`src/rtl/cdb_arbiter.sv`:
```
`default_nettype none
// ---- cdb_arbiter : per-source result FIFOs feeding one common-data-bus broadcast per cycle ----
// ---- Macro CDB_RR_EN selects round-robin arbitration (default: fixed priority). Rev 1.0 ------
module cdb_arbiter #(
   parameter int NUM_SRC    = 3,
   parameter int TAG_W      = 5,
   parameter int DATA_W     = 32,
   parameter int FIFO_DEPTH = 2
) (
   input  logic                        clk,
   input  logic                        rst_n,
   input  logic [NUM_SRC-1:0]          src_valid,
   output logic [NUM_SRC-1:0]          src_ready,
   input  logic [NUM_SRC*TAG_W-1:0]    src_tag,
   input  logic [NUM_SRC*DATA_W-1:0]   src_value,
   input  logic                        flush,
   output logic                        cdb_valid,
   output logic [TAG_W-1:0]            cdb_tag,
   output logic [DATA_W-1:0]           cdb_value,
   output logic [$clog2(NUM_SRC)-1:0]  cdb_src,
   output logic                        cdb_conflict
);
   localparam int SRC_W = $clog2(NUM_SRC);
   localparam int PTR_W = $clog2(FIFO_DEPTH);
   localparam int CNT_W = $clog2(FIFO_DEPTH + 1);
   localparam int ENT_W = TAG_W + DATA_W;

   logic [NUM_SRC-1:0] w_nonempty;
   logic [NUM_SRC-1:0] w_push;
   logic [ENT_W-1:0]   w_head [NUM_SRC];
   logic               w_grant_vld;
   logic [SRC_W-1:0]   w_grant_idx;

   for (genvar i = 0; i < NUM_SRC; i++) begin : g_src
      logic [ENT_W-1:0] r_mem [FIFO_DEPTH];
      logic [PTR_W-1:0] r_wr_ptr;
      logic [PTR_W-1:0] r_rd_ptr;
      logic [CNT_W-1:0] r_count;
      logic             w_pop;

      assign src_ready[i]  = (r_count != CNT_W'(FIFO_DEPTH));
      assign w_push[i]     = src_valid[i] & src_ready[i];
      assign w_pop         = w_grant_vld && (w_grant_idx == SRC_W'(i));
      assign w_nonempty[i] = (r_count != '0);
      assign w_head[i]     = r_mem[r_rd_ptr];

      always_ff @(posedge clk) begin
         if (!rst_n || flush) begin
            r_count  <= '0;
            r_wr_ptr <= '0;
            r_rd_ptr <= '0;
         end else begin
            if (w_push[i]) r_wr_ptr <= r_wr_ptr + PTR_W'(1);
            if (w_pop)     r_rd_ptr <= r_rd_ptr + PTR_W'(1);
            if (w_push[i] && !w_pop)
               r_count <= r_count + CNT_W'(1);
            else if (!w_push[i] && w_pop)
               r_count <= r_count - CNT_W'(1);
         end
      end

      // Storage is not reset; a write whose pointer never advances is harmless.
      always_ff @(posedge clk) begin
         if (w_push[i])
            r_mem[r_wr_ptr] <= {src_tag[i*TAG_W +: TAG_W], src_value[i*DATA_W +: DATA_W]};
      end
   end

`ifdef CDB_RR_EN
   // r_rr_ptr holds the next search start, i.e. last_grant+1 mod NUM_SRC; 0 after reset.
   logic [SRC_W-1:0] r_rr_ptr;
   int               w_scan;

   always_comb begin
      w_grant_vld = 1'b0;
      w_grant_idx = '0;
      w_scan      = 0;
      for (int k = 0; k < NUM_SRC; k++) begin
         w_scan = int'(r_rr_ptr) + k;
         if (w_scan >= NUM_SRC) w_scan = w_scan - NUM_SRC;
         if (!w_grant_vld && w_nonempty[SRC_W'(w_scan)]) begin
            w_grant_vld = 1'b1;
            w_grant_idx = SRC_W'(w_scan);
         end
      end
   end

   always_ff @(posedge clk) begin
      if (!rst_n)
         r_rr_ptr <= '0;
      else if (!flush && w_grant_vld)
         r_rr_ptr <= (w_grant_idx == SRC_W'(NUM_SRC - 1)) ? '0 : w_grant_idx + SRC_W'(1);
   end
`else
   always_comb begin
      w_grant_vld = |w_nonempty;
      w_grant_idx = '0;
      for (int k = NUM_SRC - 1; k >= 0; k--) begin
         if (w_nonempty[SRC_W'(k)]) w_grant_idx = SRC_W'(k);
      end
   end
`endif

   assign cdb_valid    = w_grant_vld;
   assign cdb_src      = w_grant_idx;
   assign {cdb_tag, cdb_value} = w_grant_vld ? w_head[w_grant_idx] : '0;
   assign cdb_conflict = |(w_nonempty & (w_nonempty - NUM_SRC'(1)));

endmodule
`default_nettype wire

```
`config.mk`:
```
export PLATFORM = sky130hd
export DESIGN_NAME = cdb_arbiter
export DESIGN_NICKNAME = d
export VERILOG_FILES = /design/src/rtl/cdb_arbiter.sv
export SDC_FILE = /design/constraint.sdc
export NUM_CORES = 1
export LEC_CHECK = 0
export ABC_AREA = 1
export BUFFER_PORTS_ARGS = -buffer_cell sky130_fd_sc_hd__buf_2
export CORE_MARGIN = 8
export CORE_UTILIZATION = 35
export CTS_BUF_LIST = sky130_fd_sc_hd__clkbuf_4
export DETAILED_ROUTE_END_ITERATION = 10
export SYNTH_ARGS = -nofsm -noshare
export SYNTH_HDL_FRONTEND = slang
export SYNTH_SLANG_ARGS = --single-unit
```
`constraint.sdc`:
```
create_clock -name clk -period 7.9 [get_ports clk]
set_input_delay 0 -clock clk [delete_from_list [all_inputs] [get_ports clk]]
set_output_delay 0 -clock clk [all_outputs]
set_load 0.005 [all_outputs]
```
==> flow_summary.toml, run 1 <==
[layout]
utilization_pct = 45.3
final_cells = 987
synthToLayoutAreaGrowth_pct = 27.9
drive_gt1_share_pct = 25.0
layout.nets = 859
nFillCells = 1676

[grt]
grt_max_degree = 75
grt_pass1_wl_mm = 24.0
overflow = 0
antenna_found_initial = 1
grt_pass1_vias = 4693
grt_util_all_layers_pct = 13.1

[logic_synthesis]
synth_edf_count = 148
syn_area_mm2 = 0.00655
syn_nets = 661
synth_top_area_share_pct = 67.8
yosysWarnings = 0
syn_area_per_cell_um2 = 12.1
yosysMostFrequentCell = "nand2_1"
synthTopCellsByArea = "edfxtp_1 68%, nand2_1 8.7%, o21ai_0 4.8%, dfxtp_1 3.7%, inv_1 2.8%"
yosys-top-cells-count = "151 x nand2_1, 148 x edfxtp_1, 63 x o21ai_0"
async_flop_share_pct = 0
syn_inst = 542
yosysUniqueCellTypes = 26
yosys.area.top_type = "edfxtp_1"
seq_area_frac_synth_pct = 71.5
ys.flop_type = "edfxtp_1"
ys_seq_elements = 160

[placement]
dp.cells = 875
dp_hpwl_mm = 9.49
io_buffers = 122
gp_congestion = 0.705
pre_cts_ws_ns = 5.70

[floorplan]
io_pins = 161
die_w_um = 153
start_util_pct = 35.4
coreArea_mm2 = 0.0185
die_h_um = 153
dieArea_mm2 = 0.0234
rows = 50

[worst_hold_path]
hold_depth = 2
hp-class = "in2reg"
holdPathEnd = "g_src[0].r_mem[0][28]$_DFFE_PP_"
hp-start = "src_value[28]"

[timing]
setup_viol = 0
min_period_ns = 2.52
tightest_slew_ns = 1.20
slew_headroom_pct = 19.9
tns_ns = 0
fin_worst_skew_ns = 0.0112
rsz0062_at_grt = "no"
slew_violations = 0
post-route-period-util_pct = 31.9
setup_ws_ns = 5.38
finalHoldViolCount = 0
max_freq_mhz = 397

[worst_setup_path]
r2r-start = "g_src[1].r_count[1]$_SDFFE_PP0P_"
r2r_setup_slack_ns = 5.69
crit_path_end_kind = "primary output"
r2r_cells = 10
required_ns = 7.90
start_kind = "register"
worstReg2RegEnd = "g_src[0].r_count[1]$_SDFFE_PP0P_"
cp.arrival_ns = 2.52
crit_type = "reg2out"
path_max_fanout = 38

[pwr]
finalPower_uw = 1940
p_leak_uw = 0.00334
power_density_mw_per_mm2 = 232
max-vdd-ir-drop_mv = 0.0859

[drt]
final_antenna_net_count = 0
drcViolationCount = 0
drt_iter0_drc = 164
via_count = 4458
wl_per_cell_um = 15.0
viasPerCell = 4.52
routed_wl_mm = 14.8
drt_pass1_iterations = 5

[job]
max-cap-violations = 0

[clocking]
h-tree-depth = 4
clk_latency_ns = 0.54
post_cts_buffers = 0
cts_buffers = 17
cts-root-buf = "clkbuf_4"
post_cts_resized = 0
clock_sinks = 160
cts.reportedPaths.clkPinSlew_ns = 0.13
cts_tree = "yes"
cts_hold_buf = 80
clockBufferDepth = 2

[status]
outcome = "completed"
-- where the power goes --
part / total, µW / internal [µW] / switching, µW
Sequential: 1030 / 992 / 33.9
Clock: 467 / 189 / 277
Combinational: 452 / 184 / 268
Total: 1940 / 1370 / 579
-- critical path, stage by stage, from the launching register on --
cell     delay (ns)
dfxtp_2        0.84
inv_2          0.49
o21ai_0        0.36
o22ai_2        0.12
buf_2          0.15
-- final cells by class --
cell class	count	area, µm²	area share [%]
Multi-Input combinational cell	304	1510	18.0
Sequential cell	160	4690	55.9
Clock inverter	12	119	1.42
Inverter	53	199	2.37
Antenna cell	1	2.50	0.0299
Clock buffer	19	143	1.70
Timing Repair Buffer	204	1430	17.0
Tap cell	234	293	3.49
-- flip-flops by register name, indices dropped and copies added, names as in the netlist, named ones only --
name and flops:
g_src.r_wr_ptr 2, g_src.r_count 6, g_src.r_rd_ptr 2, g_src.r_mem 148
-- metrics by stage --
| step | hold slack [ns] | instance area, µm² |
|---|---|---|
| 2_1_floorplan | 0.0898 | 6550 |
| 3_3_place_gp | 0.188 | 7310 |
| 3_5_place_dp | 0.192 | 7310 |
| 4_1_cts | 0.0910 | 8380 |
| 5_1_grt | 0.102 | 8380 |
| 6_report | 0.165 | 8380 |
-- worst max path at each step --
stage,depth (start not counted),end,start,slack (ns)
after floorplan,4,g_src[1].r_mem[1][0]$_DFFE_PP_,g_src[1].r_count[0]$_SDFFE_PP0P_,5.23
after global placement,10,g_src[0].r_count[1]$_SDFFE_PP0P_,g_src[1].r_count[1]$_SDFFE_PP0P_,5.77
after detailed placement,10,g_src[0].r_count[1]$_SDFFE_PP0P_,g_src[1].r_count[1]$_SDFFE_PP0P_,5.70
after CTS,4,cdb_value[21],register,5.24
after global routing,4,cdb_value[18],register,5.11
final,4,cdb_value[29],register,5.38
-- metal layers --
layer / routed length (µm) / vias up / global-route usage [%]
met3: 558 / 17 / 3.61
li1: - / 2250 / -
met2: 7600 / 102 / 23.4
met4: 233 / 0 / 5.33
met1: 6440 / 2089 / 14.4
met5: 0 / - / 0
-- layout by cell type, fill, tap and decap left out, drive strengths merged --
cell           n
nand3          2
nand2        155
a21oi         29
clkbuf        19
inv           54
conb           1
buf          124
o22ai         17
diode          1
or2           18
dlygate4sd3   80
nor2          17
edfxtp       148
bufinv         2
clkinv         6
ha             2
dfxtp         12
o21ai         63
clkinvlp       3
-- cells by family after synthesis --
family | share of synthesized area (%)
compound gates | 9.51
fa+ha+maj | 0.382
buf+inv | 5.90
flops | 71.5
other cells | 0.0572
simple gates | 12.6
Power figures use the tool's default switching activity.
==> run 2: changes to the inputs <==
==> constraint.sdc (replaced) <==
create_clock -name clk -period 2.35 [get_ports clk]
set_input_delay 0 -clock clk [delete_from_list [all_inputs] [get_ports clk]]
set_output_delay 0 -clock clk [all_outputs]
set_load 0.005 [all_outputs]
==> run 2 against run 1 <==
Against the previous run: wire length grew 5.6%; critical endpoint is now cdb_value[14]; sequential cell count did not move; global-route usage grew 0.79 points; core utilization increased by 0.80 points; die area unchanged; worst hold slack lost 0.0056 ns; final area is 1.8% higher; critical path depth rose by 3; clock skew rose by 0.0060 ns; first-iteration DRC count up 79%.
==> flow_summary.toml, run 2 (synthesized netlist as in run 1, its figures left out) <==
[worst_setup_path]
r2r-start = "g_src[1].r_count[1]$_SDFFE_PP0P_"
crit_path_cell_trace = "inv_1 > nand2_4 > nand2_4 > buf_8 > nand2_1 > a21oi_1 > buf_2"
slowest_delay_ns = 0.37
worstSetupStartpoint = "g_src[1].r_count[1]$_SDFFE_PP0P_"
worstReg2RegEnd = "g_src[0].r_count[1]$_SDFFE_PP0P_"
r2r_setup_slack_ns = 0.59
path_max_fanout = 27
crit_path_end_kind = "primary output"
cp.arrival_ns = 2.13
crit_type = "reg2out"
start_kind = "register"
required_ns = 2.35
r2r_cells = 10
cp_slowest_cell = "dfxtp_1"
crit_top_cell = "nand2_4"

[pwr]
combPwrFrac_pct = 24.4
power_frac_clock_pct = 25.2
power_density_mw_per_mm2 = 791
p_sw_share_pct = 29.9
switchingPower_uw = 2020
internal-power_uw = 4730
p_leak_uw = 0.00341
p_seq_share_pct = 50.4
max-vdd-ir-drop_mv = 0.367

[worst_hold_path]
hp-class = "in2reg"
hold_depth = 2
hp-start = "src_value[30]"
holdPathEnd = "g_src[0].r_mem[0][30]$_DFFE_PP_"

[clocking]
cts-root-buf = "clkbuf_4"
cts_tree = "yes"
cts.reportedPaths.clkPinSlew_ns = 0.14
h-tree-depth = 4
clockBufferDepth = 2
post_cts_buffers = 0
clock_sinks = 160
clk_latency_ns = 0.55
cts_buffers = 17

[layout]
final_cells = 996
largest_reg_flops = 148
layout_commonest_cell = "nand2_1"
top_register = "g_src.r_mem"
synthToLayoutAreaGrowth_pct = 30.2
register_area_mm2 = 0.00469
reg.largest.list = "g_src.r_mem: 148 flops, g_src.r_count: 6 flops"
multi_input_area_mm2 = 0.00151
final_cell_mix = "151 x nand2_1, 148 x edfxtp_1, 122 x buf_2, 80 x dlygate4sd3_1, 63 x o21ai_0"
layout.nets = 867
final_area_mm2 = 0.00853
nFillCells = 1714
drive_gt1_share_pct = 25.6

[floorplan]
die_h_um = 153
io_pins = 161
coreArea_mm2 = 0.0185
dieArea_mm2 = 0.0234
die_w_um = 153
rows = 50
start_util_pct = 35.4

[timing]
post-route-period-util_pct = 90.5
slew_violations = 0
slew_headroom_pct = 54.6
setup_viol = 0
rsz0062_at_grt = "no"
tightest_slew_ns = 0.680
holdWs_ns = 0.159
max_freq_mhz = 470
fin_worst_skew_ns = 0.0172
min_period_ns = 2.13
tns_ns = 0
finalHoldViolCount = 0
setup_ws_ns = 0.223

[drt]
routed_wl_mm = 15.7
viasPerCell = 4.62
drcViolationCount = 0
drt_iter0_drc = 293
final_antenna_net_count = 0
drt_pass1_iterations = 5
wl_per_cell_um = 15.7
via_count = 4597

[grt]
grt_pass1_vias = 4972
overflow = 0
grt_util_all_layers_pct = 13.9
grt_pass1_wl_mm = 25.1
grt_max_degree = 49
antenna_found_initial = 1

[status]
outcome = "completed"

[placement]
io_buffers = 122
dp_hpwl_mm = 9.94
dp.cells = 883
pre_cts_ws_ns = 0.601
placed_cell_area_mm2 = 0.00742
gp_congestion = 0.765

[job]
max-cap-violations = 0
-- run 2: cell count changes in the layout (fill, tap and decap cells not counted), sizes merged --
| cell | previous run | this run |
|---|---|---|
| buf | 124 | 132 |
| bufinv | 2 | 3 |
| clkbuf | 19 | 17 |
| inv | 54 | 55 |
| clkinv | 6 | 8 |
| clkinvlp | 3 | 2 |
-- run 2: area by class of cell --
| type | instances | share of cell area, % |
|---|---|---|
| clock buffers | 17 | 1.50 |
| inverters | 53 | 2.33 |
| diodes | 1 | 0.0293 |
| clock inverters | 15 | 1.95 |
| well taps | 234 | 3.43 |
| flip-flops and latches | 160 | 54.9 |
| repair buffers | 212 | 18.1 |
| multi-input cells | 304 | 17.7 |
-- run 2: worst max-delay path, delay by kind of cell, from the launching register on --
family / cells / cell delay (ns)
buffers and inverters: 3 / 0.57
flip-flops: 1 / 0.37
AO/OA/AOI/OAI: 1 / 0.21
AND/OR/NAND/NOR: 3 / 0.44
-- run 2: power by group through the flow --
stage                     clock (µW)  sequential, µW  combinational (µW)
after global routing            1880            3420                1850
after detailed placement           0            3470                1570
after CTS                       1760            3400                1680
after floorplan                    0            3450                 984
after global placement             0            3460                1530
final                           1700            3400                1650
-- run 2: how the worst max path moves through the flow --
| stage | slack (ns) | depth (start not counted) | endpoint |
|---|---|---|---|
| after floorplan | 0.29 | 4 | g_src[1].r_mem[1][0]$_DFFE_PP_ |
| after global placement | 0.70 | 10 | g_src[0].r_count[1]$_SDFFE_PP0P_ |
| after detailed placement | 0.60 | 10 | g_src[0].r_count[1]$_SDFFE_PP0P_ |
| after CTS | 0.02 | 7 | cdb_value[14] |
| after global routing | 0.01 | 7 | cdb_value[7] |
| final | 0.22 | 7 | cdb_value[14] |
-- run 2: through the flow --
step / utilization, % / power [µW]
2_1_floorplan: - / 4430
3_3_place_gp: 40.1 / 4990
3_5_place_dp: 40.1 / 5040
4_1_cts: 46.0 / 6830
5_1_grt: 46.1 / 7150
6_report: 46.1 / 6750
-- run 2: timing repair --
action | 4_1_cts | 5_1_grt
endpoints found under the setup margin | 0 | 20
hold endpoints to repair | 160 | 0
hold buffers | 80 | 0
resized for setup | 0 | 2
-- run 2: per-layer routing --
metal	global-route usage (%)	part of all wire (%)	vias to the layer above
met1	15.5	43	2195
met5	0	0	-
met4	6.22	2.4	0
li1	-	-	2264
met2	24.1	50	113
met3	4.09	4.6	25
==> run 3: changes to the inputs <==
--- a/config.mk
+++ b/config.mk
@@ -5,12 +5,12 @@
 export SDC_FILE = /design/constraint.sdc
 export NUM_CORES = 1
 export LEC_CHECK = 0
-export ABC_AREA = 1
 export BUFFER_PORTS_ARGS = -buffer_cell sky130_fd_sc_hd__buf_2
 export CORE_MARGIN = 8
 export CORE_UTILIZATION = 35
 export CTS_BUF_LIST = sky130_fd_sc_hd__clkbuf_4
 export DETAILED_ROUTE_END_ITERATION = 10
+export RECOVER_POWER = 100
 export SYNTH_ARGS = -nofsm -noshare
 export SYNTH_HDL_FRONTEND = slang
 export SYNTH_SLANG_ARGS = --single-unit
==> run 3 against run 2 <==
Against the previous run: final area fell by 1.4%; highest routed layer unchanged; via count fell by 12%; global-route usage fell by 0.33 points; wire length fell by 2.4%; combinational power rose by 6%.
==> flow_summary.toml, run 3 <==
[layout]
final_cell_mix = "148 x edfxtp_1, 80 x dlygate4sd3_1, 79 x clkbuf_1, 42 x buf_2, 38 x mux2i_1"
layout.nets = 721
final_cells = 849
drive_gt1_share_pct = 20.0
largest_reg_flops = 148
reg.largest.list = "g_src.r_mem: 148 flops, g_src.r_count: 6 flops"
antenna_cells = 0
synthToLayoutAreaGrowth_pct = 28.4
layout_commonest_cell = "edfxtp_1"
top_register = "g_src.r_mem"
utilization_pct = 45.4
nFillCells = 1722

[clocking]
clock_sinks = 160
post_cts_buffers = 0
cts-root-buf = "clkbuf_4"
cts_tree = "yes"
cts_buffers = 17
cts.reportedPaths.clkPinSlew_ns = 0.12
h-tree-depth = 4
clk_latency_ns = 0.54
clockBufferDepth = 2

[logic_synthesis]
seq_area_frac_synth_pct = 71.6
yosys.area.top_type = "edfxtp_1"
yosysWarnings = 0
ys_seq_elements = 160
syn_area_mm2 = 0.00655
yosysUniqueCellTypes = 33
syn_area_per_cell_um2 = 16.7
async_flop_share_pct = 0
ys.flop_type = "edfxtp_1"
synth_top_area_share_pct = 67.9
yosys-top-cells-count = "148 x edfxtp_1, 38 x mux2i_1, 21 x o21ai_0"
synthTopCellsByArea = "edfxtp_1 68%, mux2i_1 5.8%, dfxtp_1 3.7%, a211oi_2 3.6%, mux2_2 2.4%"
yosysMostFrequentCell = "edfxtp_1"
syn_inst = 393
synth_edf_count = 148
syn_nets = 512

[placement]
dp.cells = 737
gp_congestion = 0.729
io_buffers = 122
dp_hpwl_mm = 10.4
pre_cts_ws_ns = 0.526

[worst_setup_path]
cp_slowest_cell = "dfxtp_1"
required_ns = 2.35
critPathTopFamily = "simple AND/OR/NAND/NOR gates"
path_max_fanout = 21
start_kind = "register"
crit_type = "reg2out"
crit_buf_inv = 2
crit_path_cell_trace = "or2_1 > nand2_4 > inv_4 > a211oi_1 > buf_2"
cp.arrival_ns = 2.09
crit_path_end_kind = "primary output"
slowest_delay_ns = 0.38

[floorplan]
die_w_um = 153
dieArea_mm2 = 0.0233
die_h_um = 153
coreArea_mm2 = 0.0185
rows = 50
start_util_pct = 35.4
io_pins = 161

[worst_hold_path]
hp-class = "in2reg"

[pwr]
power_density_mw_per_mm2 = 828
p_leak_uw = 0.00286
max-vdd-ir-drop_mv = 0.395

[timing]
tightest_slew_ns = 0.980
slew_violations = 0
slew_headroom_pct = 34.7
max_freq_mhz = 478
post-route-period-util_pct = 89.1
fin_worst_skew_ns = 0.0158
finalHoldViolCount = 0
setup_ws_ns = 0.256
min_period_ns = 2.09
setup_viol = 0
tns_ns = 0
rsz0062_at_grt = "no"

[drt]
via_count = 4054
drcViolationCount = 0
routed_wl_mm = 15.3
final_antenna_net_count = 0
viasPerCell = 4.78
drt_pass1_iterations = 4
wl_per_cell_um = 18.0
drt_iter0_drc = 221

[job]
max-cap-violations = 0

[grt]
grt_util_all_layers_pct = 13.5
antenna_found_initial = 0
grt_pass1_wl_mm = 24.6
overflow = 0
grt_max_degree = 32
grt_pass1_vias = 4519

[status]
outcome = "completed"
[run 3: cell types whose count changed in the layout (fill, tap and decap cells not counted), sizes merged, moves of 8 or more]
| cell | before | now |
|---|---|---|
| buf | 132 | 53 |
| a221oi | 0 | 20 |
| o21ai | 63 | 21 |
| mux2 | 0 | 19 |
| mux2i | 0 | 38 |
| clkbuf | 17 | 103 |
| a211oi | 0 | 20 |
| a21oi | 29 | 6 |
| inv | 55 | 5 |
| nor2 | 17 | 9 |
| or2 | 18 | 2 |
| nor2b | 0 | 20 |
| nand2 | 155 | 2 |
[run 3: final timing paths]
path	start	to	slack [ns]	depth (start not counted)
setup reg to reg	g_src[1].r_count[0]$_SDFFE_PP0P_	g_src[1].r_mem[1][32]$_DFFE_PP_	0.27	3
hold reg to reg	g_src[1].r_rd_ptr$_SDFFE_PP0P_	register	0.55	2
setup / recovery	g_src[1].r_count[0]$_SDFFE_PP0P_	cdb_value[30]	0.26	5
hold / removal	flush	g_src[0].r_count[1]$_SDFFE_PP0P_	0.06	3
[run 3: cell type report]
type,count,area (µm²),area share [%]
clock buffer,18,135,1.61
clock inverter,14,190,2.26
inverter,5,21.3,0.253
multi-input combinational,200,1610,19.1
sequential,160,4690,55.7
tap,234,293,3.48
timing repair buffer,218,1470,17.5
[run 3: worst min-delay path: cells and delay by family]
family / cells / cell delay (ns)
compound gates: 1 / 0.08
buf+inv: 1 / 0.07
simple gates: 1 / 0.40
[run 3: per-stage QoR]
step / hold slack, ns / total power (µW) / instance area (µm²)
floorplan: 0.0989 / 4560 / 6550
global placement: 0.188 / 5230 / 7490
detailed placement: 0.192 / 5290 / 7490
CTS: 0.00236 / 7230 / 8610
global route: 0.0265 / 7370 / 8410
finish: 0.0575 / 6960 / 8410
[run 3: timing repair]
action                     CTS  global route
setup endpoints to repair    0            38
hold buffers                80             0
hold endpoints to repair   157             0
resized for setup            0             3
[run 3: where the power goes]
part / leakage [µW] / internal (µW) / total, µW / switching [µW]
Combinational: 0.00120 / 725 / 1750 / 1020
Sequential: 0.00148 / 3330 / 3400 / 67.2
Clock: 0.000174 / 857 / 1820 / 963
[run 3: routing by layer]
metal / up-vias / global-route usage, % / part of all wire [%]
li1: 1970 / - / -
met1: 1976 / 15.7 / 44
met2: 93 / 23.3 / 50
met3: 15 / 4.00 / 4.8
met4: 0 / 4.85 / 1.4
met5: - / 0 / 0
[run 3: cells by family after synthesis]
group / synth area share (%)
AOI/OAI and AO/OA: 11.5
xor gates and xnor gates: 0.669
adders and majority gates: 0.382
buffers and inverters: 2.50
DFF: 71.6
muxes: 9.08
other: 0.0573
and+or+nand+nor: 4.26
